$ cat src/rtl/eth_deframer.sv
// Ethernet receive deframer: strips preamble/SFD/header, forwards payload without FCS, checks CRC-32 and runt length.
// Optional destination filter enabled by defining ETH_DEFRAMER_DST_FILTER_EN.
module eth_deframer #(
  parameter int MIN_PREAMBLE  = 1,
  parameter int CHECK_MIN_LEN = 1
) (
  input  logic        clk,
  input  logic        areset,
  output logic        in_axis_tready,
  input  logic        in_axis_tvalid,
  input  logic        in_axis_tlast,
  input  logic [7:0]  in_axis_tdata,
  input  logic        payload_axis_tready,
  output logic        payload_axis_tvalid,
  output logic        payload_axis_tlast,
  output logic [7:0]  payload_axis_tdata,
  output logic        payload_axis_tuser,
  output logic [47:0] dst_mac,
  output logic [47:0] src_mac,
  output logic [15:0] ethertype,
  output logic        hdr_valid,
  output logic        stat_good,
  output logic        stat_crc_err,
  output logic        stat_fmt_err,
  input  logic [47:0] local_mac
);

  typedef enum logic [1:0] {ST_PREAMBLE, ST_HEADER, ST_PAYLOAD, ST_DROP} state_t;

  localparam logic [7:0]  MIN_PRE     = 8'(MIN_PREAMBLE);
  localparam logic [31:0] CRC_RESIDUE = 32'hDEBB20E3;

  state_t      state;
  logic [7:0]  pre_cnt;
  logic [3:0]  hdr_cnt;
  logic [31:0] dly_buf;
  logic [2:0]  dly_cnt;
  logic [31:0] crc;
  logic [10:0] len_cnt;
  logic        drop_quiet;

  logic        buf_full;
  logic        in_fire;
  logic        dst_ok;
  logic        frame_bad;
  logic [31:0] crc_next;
  logic [10:0] len_next;

  function automatic logic [31:0] crc32_byte(input logic [31:0] c, input logic [7:0] d);
    logic [31:0] r;
    r = c ^ {24'd0, d};
    for (int i = 0; i < 8; i++)
      r = r[0] ? ((r >> 1) ^ 32'hEDB88320) : (r >> 1);
    return r;
  endfunction

  function automatic logic [10:0] sat_inc11(input logic [10:0] v);
    return (v == 11'h7FF) ? v : v + 11'd1;
  endfunction

`ifdef ETH_DEFRAMER_DST_FILTER_EN
  assign dst_ok = (dst_mac == local_mac) || (dst_mac == 48'hFFFFFFFFFFFF);
`else
  logic unused_local_mac;
  assign unused_local_mac = ^local_mac;
  assign dst_ok = 1'b1;
`endif

  // Once four bytes are held, the input and output handshakes are joined combinationally
  assign buf_full            = (state == ST_PAYLOAD) && (dly_cnt == 3'd4);
  assign in_axis_tready      = buf_full ? payload_axis_tready : 1'b1;
  assign in_fire             = in_axis_tvalid && in_axis_tready;
  assign crc_next            = crc32_byte(crc, in_axis_tdata);
  assign len_next            = sat_inc11(len_cnt);
  assign frame_bad           = (crc_next != CRC_RESIDUE) ||
                               ((CHECK_MIN_LEN != 0) && (len_next < 11'd64));
  assign payload_axis_tvalid = buf_full && in_axis_tvalid;
  assign payload_axis_tdata  = dly_buf[31:24];
  assign payload_axis_tlast  = buf_full && in_axis_tlast;
  assign payload_axis_tuser  = buf_full && in_axis_tlast && frame_bad;

  always_ff @(posedge clk or posedge areset) begin
    if (areset) begin
      state        <= ST_PREAMBLE;
      pre_cnt      <= '0;
      hdr_cnt      <= '0;
      dly_buf      <= '0;
      dly_cnt      <= '0;
      crc          <= '1;
      len_cnt      <= '0;
      drop_quiet   <= 1'b0;
      dst_mac      <= '0;
      src_mac      <= '0;
      ethertype    <= '0;
      hdr_valid    <= 1'b0;
      stat_good    <= 1'b0;
      stat_crc_err <= 1'b0;
      stat_fmt_err <= 1'b0;
    end else begin
      hdr_valid    <= 1'b0;
      stat_good    <= 1'b0;
      stat_crc_err <= 1'b0;
      stat_fmt_err <= 1'b0;
      if (in_fire) begin
        case (state)
          ST_PREAMBLE: begin
            if (in_axis_tlast) begin
              stat_fmt_err <= 1'b1;
              pre_cnt      <= '0;
            end else if (in_axis_tdata == 8'h55) begin
              if (pre_cnt != 8'hFF) pre_cnt <= pre_cnt + 8'd1;
            end else if ((in_axis_tdata == 8'hD5) && (pre_cnt >= MIN_PRE)) begin
              state   <= ST_HEADER;
              pre_cnt <= '0;
              hdr_cnt <= '0;
              crc     <= '1;
              len_cnt <= '0;
              dly_cnt <= '0;
            end else begin
              state   <= ST_DROP;
              pre_cnt <= '0;
            end
          end
          ST_HEADER: begin
            crc     <= crc_next;
            len_cnt <= len_next;
            hdr_cnt <= hdr_cnt + 4'd1;
            if (hdr_cnt < 4'd6)       dst_mac   <= {dst_mac[39:0], in_axis_tdata};
            else if (hdr_cnt < 4'd12) src_mac   <= {src_mac[39:0], in_axis_tdata};
            else                      ethertype <= {ethertype[7:0], in_axis_tdata};
            if (in_axis_tlast) begin
              stat_fmt_err <= 1'b1;
              state        <= ST_PREAMBLE;
            end else if (hdr_cnt == 4'd13) begin
              // dst_mac has been stable since the sixth header byte
              if (dst_ok) begin
                state     <= ST_PAYLOAD;
                hdr_valid <= 1'b1;
              end else begin
                state      <= ST_DROP;
                drop_quiet <= 1'b1;
              end
            end
          end
          ST_PAYLOAD: begin
            crc     <= crc_next;
            len_cnt <= len_next;
            dly_buf <= {dly_buf[23:0], in_axis_tdata};
            if (dly_cnt != 3'd4) dly_cnt <= dly_cnt + 3'd1;
            if (in_axis_tlast) begin
              state   <= ST_PREAMBLE;
              dly_cnt <= '0;
              if (dly_cnt == 3'd4) begin
                stat_good    <= !frame_bad;
                stat_crc_err <= frame_bad;
              end else begin
                stat_crc_err <= 1'b1;
              end
            end
          end
          ST_DROP: begin
            if (in_axis_tlast) begin
              state        <= ST_PREAMBLE;
              stat_fmt_err <= !drop_quiet;
              drop_quiet   <= 1'b0;
            end
          end
          default: state <= ST_PREAMBLE;
        endcase
      end
    end
  end

endmodule
$ cat config.mk
export PLATFORM = sky130hd
export DESIGN_NAME = eth_deframer
export DESIGN_NICKNAME = d
export VERILOG_FILES = /design/src/rtl/eth_deframer.sv
export SDC_FILE = /design/constraint.sdc
export NUM_CORES = 1
export LEC_CHECK = 0
export CORE_ASPECT_RATIO = 0.6
export CORE_MARGIN = 2
export CORE_UTILIZATION = 35
export CTS_CLUSTER_SIZE = 30
export DETAILED_ROUTE_END_ITERATION = 7
export GPL_TIMING_DRIVEN = 0
export SETUP_SLACK_MARGIN = 0.5
export SYNTH_ARGS = -nofsm -noshare
export SYNTH_HDL_FRONTEND = slang
export SYNTH_SLANG_ARGS = --single-unit
$ cat constraint.sdc
create_clock -name clk -period 16.3 [get_ports clk]
set_input_delay 3.26 -clock clk [delete_from_list [all_inputs] [get_ports clk]]
set_output_delay 3.26 -clock clk [all_outputs]
set_load 0.02 [all_outputs]
* Yosys cells after proc, flatten, opt, wreduce, memory -nomap -nowiden
Cells that the tools add are included.
** Storage, ports and cells
- Register bits :: 208
- Output and inout bits :: 128
- Logic and storage cells :: 128
- Bits of input ports :: 61
** Cells by class
- Reduce and logical (&&, ||, !) cells :: 24
- Magnitude comparators :: 4
- Eq/ne operators :: 18
- Muxes and demuxes :: 53
- Bitwise gates (word level) :: 11
- Add/subtract/negate cells :: 4
** Operators with widths (count)
- 2-to-1 mux 32 bit :: 11
- inverter 13 -> 14 bit :: 8
- one-hot mux 32 bit (2 select lines) :: 1
- 2-to-1 mux 11 bit :: 4
- != test 32 bit (second input constant) :: 1
- XOR 32 x 8 -> 32 bit :: 1
- 2-to-1 mux 8 bit :: 3
- one-hot mux 11 bit (2 select lines) :: 1
- 2-to-1 mux 1 bit :: 16
- 2-to-1 mux 3 bit :: 5
- AND reduction 5 bit :: 3
- 2-to-1 mux 2 bit :: 6
- 2-to-1 mux 4 bit :: 3
- adder 11 x 1 -> 11 bit (second input constant) :: 1
- == test 11 bit (second input constant) :: 1
- less-than comparator 11 x 7 -> 1 bit (second input constant) :: 1
- adder 8 x 1 -> 8 bit (second input constant) :: 1
- == test 8 x 7 -> 1 bit (second input constant) :: 1
- == test 8 bit (second input constant) :: 1
- >= comparator 8 x 1 -> 1 bit (second input constant) :: 1
- != test 8 bit (second input constant) :: 1
- one-hot mux 4 bit (2 select lines) :: 1
- AND reduction 4 bit :: 2
- logical AND 1 bit :: 6
- 24 further kinds :: 34

* Depth between registers and ports, before layout
Gate-level depths: netlist of run 1.
- Depth after elaboration :: 24
- Mapped depth :: 11
- Gate-level depth less buffers :: 9

* Worst setup path before layout of run 1
Ideal clock, no wire load.
- Path kind :: in2out
- Start point :: in in_axis_tdata[4]
- End point :: out payload_axis_tuser
- Data arrival time :: 5382 ps
- Data required time :: 13040 ps
- Setup slack :: 7658 ps
- Path buffers :: 1
- Stages :: 8
- Path through :: buf_4 > xor2_2 > xnor3_1 > xnor2_1 > and3_1 > o2111ai_1 > nor3_2 > a21boi_0
** Between the ends
- Longest elaborated chain between the ends :: 14
- Elaborated cells on any way between the ends :: 15
- Those cells by class :: 1 x eq/ne; 8 x mux; 4 x bitwise; 2 x reduce/logical
** RTL lines
- start: declaration :: RTL line 12 : input logic [7:0] in_axis_tdata,
- XOR 32 x 8 -> 32 bit * :: RTL line 51 : r = c ^ {24'd0, d};
- 2-to-1 mux 32 bit * (6 in series) :: RTL line 53 : r = r[0] ? ((r >> 1) ^ 32'hEDB88320) : (r >> 1);
- inverter 13 -> 14 bit (no line) or 2-to-1 mux 32 bit (tied branches)
- 2-to-1 mux 32 bit * :: RTL line 53
- inverter 13 -> 14 bit (no line) or 2-to-1 mux 32 bit (tied branches)
- 2-to-1 mux 32 bit * :: RTL line 53
- != test 32 bit * :: RTL line 75 : assign frame_bad = (crc_next != CRC_RESIDUE) ||
- logical OR 1 bit * :: RTL line 75
- logical AND 1 bit * :: RTL line 80 : assign payload_axis_tuser = buf_full && in_axis_tlast && frame_bad;
- end: declaration :: RTL line 17 : output logic payload_axis_tuser,
Mark *: on every way between the ends. The rest lies on a longest branch, timed or not.

* Final worst setup path of run 1
- Start point :: in in_axis_tdata[7]
- End point :: out payload_axis_tuser
** Between the ends
- Longest elaborated chain between the ends :: 13
** RTL lines (RTL line)
- XOR 32 x 8 -> 32 bit * :: 51
- 2-to-1 mux 32 bit * :: 53
- inverter 13 -> 14 bit (no line)
- 2-to-1 mux 32 bit * (7 in series) :: 53
- != test 32 bit * :: 75
- logical OR 1 bit * :: 75
- logical AND 1 bit * :: 80
Marked as above.

==> out/results.txt, run 1 <==
The run finished with clean final reports. Synthesis inferred 208 register bits. The fraction of the cycle the final worst path needs was 0.628. The detailed router finished its first iteration with 402 violations. Clock-pin slew was measured on the worst setup and hold paths at 0.07 ns. The area inside the core boundary was 27600 um^2. Number of nets with antenna violations after routing: 0.

The worst-case IR drop observed on VDD is 0.118 mV. Setup violations remaining at the end of the flow were counted as 0. The number of slew-limit violations in the final report was 0; the final wirelength was 24.0 mm. The number of antenna violations at the first check in global routing came out at 0. The starting density of the core came out at 0.355. Classification of the worst-slack hold path: reg -> reg. Setup repair after global routing left no endpoint under its margin. The setup TNS was 0 ns; the via count of the first global-routing pass was 6387. Summed over all layers, the global routing overflow is 0. The largest total area in the synthesized netlist belongs to dfrtp_1. The distinct cell type count of the synthesized netlist was 62; the headroom to the max-slew limit was 0.427. The setup slack after layout is 6.07 ns, and the number of sinks handled by clock tree synthesis is 208. The total inserted antenna cells is 0, and the global-route total usage across every layer is 0.167.

Critical path startpoint category: an input pin. The floorplan step defined a die boundary enclosing 29400 um^2. The initialized floorplan defines 47 standard-cell rows. After synthesis, the cell types taking the most area are dfrtp_1 45%, mux2_2 16%, dfstp_2 8.6%, xnor2_1 3.3%, nor2_1 2.2%. By startpoint and endpoint, the worst setup path is classified as in -> out.

Along the worst hold path, the cell count comes to 2. Detailed placement ended at an HPWL of 17.2 mm. In this run the post-CTS setup repair buffer count came out at 0. For the net count of the mapped netlist, the log shows 858.

Routability-driven placement finished with a final weighted congestion of 0.852. Capturing point of the worst reg2reg path: src_mac[2]. The share of synthesized area occupied by flip-flops and latches is 0.535. The most used flip-flop cell after synthesis is dfrtp_1.

The worst path needs 10.23 ns of the cycle, external delays included. The first global-routing pass estimated 38.2 mm of wire. Summed over all cells, the static leakage comes to 5.39 nW.

Measured along the y axis, the die boundary spans 134 um. Synthesis produced 785 cells. Counting along the longest clock path gives a buffer depth of 3. The routed length per placed instance is 18.0 um, and the total power draw is 2.39 mW. Once layout is complete, the cells apart from fillers number 1328. Using the TritonRoute via totals, the vias-per-cell ratio works out to 4.95. Clock tree synthesis inserted a total of 22 buffers.

Input and output buffers added on the ports amount to 136. The post-cts gate resize count came out at 0. Yosys mapped a number of flops with a built-in enable equal to 0. The number of top-level pins came out at 189.

The length of the first detailed-routing pass in iterations came out at 5. Measured along the x axis, the die boundary spans 220 um. The tools report the library cell used as clock root buffer as clkbuf_16. Proportion of synthesized flip-flops having asynchronous set or reset: 1.00. Origin of the worst min-delay path: dly_buf[7]. The end of the worst hold path is dly_buf[7]. Based on the critical path, the design can be clocked at up to 97.8 MHz. The clock arrives with 0.0156 ns of skew. Dividing total power by cell area gives a power density of 193 nW/um^2. For the data arrival time at the worst-slack endpoint, the log shows 6.97 ns.

Source-to-sink clock delay at the later pin of the worst-skew pair: 0.52 ns. Summing every instance area after synthesis gives 9800 um^2. TritonCTS built the clock tree. The fraction of final layout cells with drive strength greater than 1 works out to 0.260. The worst flop-to-flop path startpoint is state[0]. Across the run, the number of max-cap violations was 0. Entering global routing, the biggest net connects 107 pins. Number of hold-slack violations in the final timing report: 0.

The hold-fix buffer count after cts is 0. Of all nets on the critical path, the largest fanout is 10. The net count of the finished layout is 1019. The portion of synthesized cell area occupied by the leading cell type works out to 0.449.

Yosys printed 0 warnings. The kind of end point of the critical path was an output pin. In the routed design, unresolved DRC markers number 0. The maximum level of the CTS H-tree was 1; the synthesized area divided by synthesized cell count was 12.5 um^2.

Compared with the post-synthesis result, the final layout area differs by 26.4%. The worst setup slack before clock tree synthesis is 6.11 ns. Counting tap cells, the placed design contains a total of 1289 instances. The length in cells of the worst reg-to-reg path was 10. The worst register-to-register path has a setup slack of 13.06 ns. The number of vias in the routed layout came out at 6572. For the worst setup path, the data required time is 13.04 ns.

The transition time of the tightest slew-check pin was 0.853 ns.
-- sequential cells by signal, indices dropped and copies added (netlist names), 2 cells and up --
signal,count
hdr_cnt,4
dly_buf,32
state,2
len_cnt,11
src_mac,48
dly_cnt,3
crc,32
ethertype,16
dst_mac,48
pre_cnt,8
-- worst max-delay path by stage --
stage / startpoint / end / slack [ns] / cells after the start
global placement: areset / len_cnt[6] / 4.28 / 2
CTS: in_axis_tdata[0] / payload_axis_tuser / 6.10 / 10
detailed placement: in_axis_tdata[0] / payload_axis_tuser / 6.11 / 10
finish: in_axis_tdata[7] / payload_axis_tuser / 6.07 / 10
floorplan: areset / dly_buf[0] / 7.41 / 1
global route: in_axis_tdata[7] / payload_axis_tuser / 5.84 / 10
-- power by group --
part	total [mW]	switching, mW	internal, mW
Sequential	0.777	0.0998	0.677
Combinational	1.11	0.608	0.501
Clock	0.508	0.211	0.298
Total	2.39	0.918	1.48
-- stage by stage --
step	util	cell area, um^2	hold WS [ns]
3_3_place_gp	0.421	11600	0.467
3_5_place_dp	0.423	11700	0.482
5_1_grt	0.449	12400	0.521
2_1_floorplan	-	9800	0.446
6_report	0.449	12400	0.498
4_1_cts	0.449	12400	0.498
-- worst max-delay path: stages --
cell and delay (ns):
clkdlybuf4s50_1 0.53, xnor2_1 0.73, xor2_1 0.29, buf_4 0.25, xnor2_1 0.13, xnor2_1 0.45
nand4_1 0.17, nor4_1 0.42, a21boi_0 0.16, clkdlybuf4s50_1 0.56
-- cells in the mapped netlist (4+ instances only) --
| master | number |
|---|---|
| a21oi_1 | 22 |
| buf_4 | 11 |
| nand2_1 | 44 |
| buf_2 | 4 |
| inv_1 | 16 |
| buf_1 | 12 |
| o31ai_1 | 5 |
| nor3_1 | 5 |
| xnor2_4 | 5 |
| nand4_1 | 10 |
| o21ai_0 | 18 |
| xor2_1 | 22 |
| dfrtp_1 | 176 |
| nor4_1 | 5 |
| ha_1 | 12 |
| nand3_1 | 22 |
| dfstp_2 | 32 |
| xnor3_1 | 7 |
| and3_1 | 5 |
| clkbuf_1 | 17 |
| mux2_2 | 141 |
| a31oi_1 | 29 |
| mux2i_1 | 13 |
| xnor2_1 | 37 |
| or2_2 | 6 |
| nor2_1 | 57 |
-- area by class of cell --
cell class,instances,area [um^2]
Sequential cell,208,5250
Buffer,45,223
Timing Repair Buffer,137,1390
Inverter,17,73.8
Tap cell,367,459
Fill cell,2574,15200
Clock inverter,7,75.1
Multi-Input combinational cell,515,4270
Clock buffer,32,659
-- cell families after synthesis --
group	after synthesis	share of synthesized area
AO/OA/AOI/OAI	93	0.0609
XOR/XNOR	77	0.0947
AND/OR/NAND/NOR	179	0.0893
multiplexers	154	0.175
adder cells (fa/ha/maj)	12	0.0153
buffers and inverters	62	0.0295
flip-flops	208	0.535
-- layer usage --
| layer | vias up | part of all wire | track usage |
|---|---|---|---|
| li1 | 3110 | - | - |
| met1 | 3292 | 0.52 | 0.264 |
| met2 | 141 | 0.41 | 0.233 |
| met3 | 29 | 0.048 | 0.0338 |
| met4 | 0 | 0.017 | 0.0354 |
| met5 | - | 0 | 0 |
-- cell usage in the layout, fill, tap and decap left out, types with 3 or more instances in the layout --
| cell type | count |
|---|---|
| clkinv_2 | 4 |
| nand3b_1 | 3 |
| nand4_1 | 10 |
| xnor2_2 | 3 |
| o21a_1 | 3 |
| o21ai_0 | 18 |
| mux2i_1 | 13 |
| clkbuf_16 | 23 |
| dfstp_2 | 32 |
| nor2_1 | 57 |
| buf_1 | 12 |
| ha_1 | 12 |
| nand4b_1 | 3 |
| nand2_1 | 44 |
| and3_1 | 5 |
| clkdlybuf4s50_1 | 136 |
| nand3_1 | 22 |
| xnor2_1 | 37 |
| mux2_2 | 141 |
| clkbuf_1 | 21 |
| nand2b_1 | 3 |
| or2_2 | 6 |
| xor2_1 | 22 |
| buf_2 | 4 |
| xnor2_4 | 5 |
| a31oi_1 | 29 |
| clkbuf_8 | 5 |
| buf_4 | 11 |
| dfrtp_1 | 176 |
| nor4_1 | 5 |
| a21oi_1 | 22 |
| nor3_1 | 5 |
| inv_1 | 15 |
| xnor3_1 | 7 |
| o31ai_1 | 5 |
Note: power is estimated with default switching activity, not from simulation.
==> run 2, diff against run 1 <==
Clock period 16.3 ns to 10.34 ns, I/O delays scaled along.
==> results of run 2 <==
The final DEF is identical to that of run 1. Status: completed.
Among the figures that moved: setup slack after placement 6.11 ns -> 2.54 ns; setup slack after layout 6.07 ns -> 2.50 ns; register-to-register setup slack 13.06 ns -> 7.10 ns; total power 2.39 mW -> 3.77 mW; worst IR drop on VDD 0.118 mV -> 0.186 mV
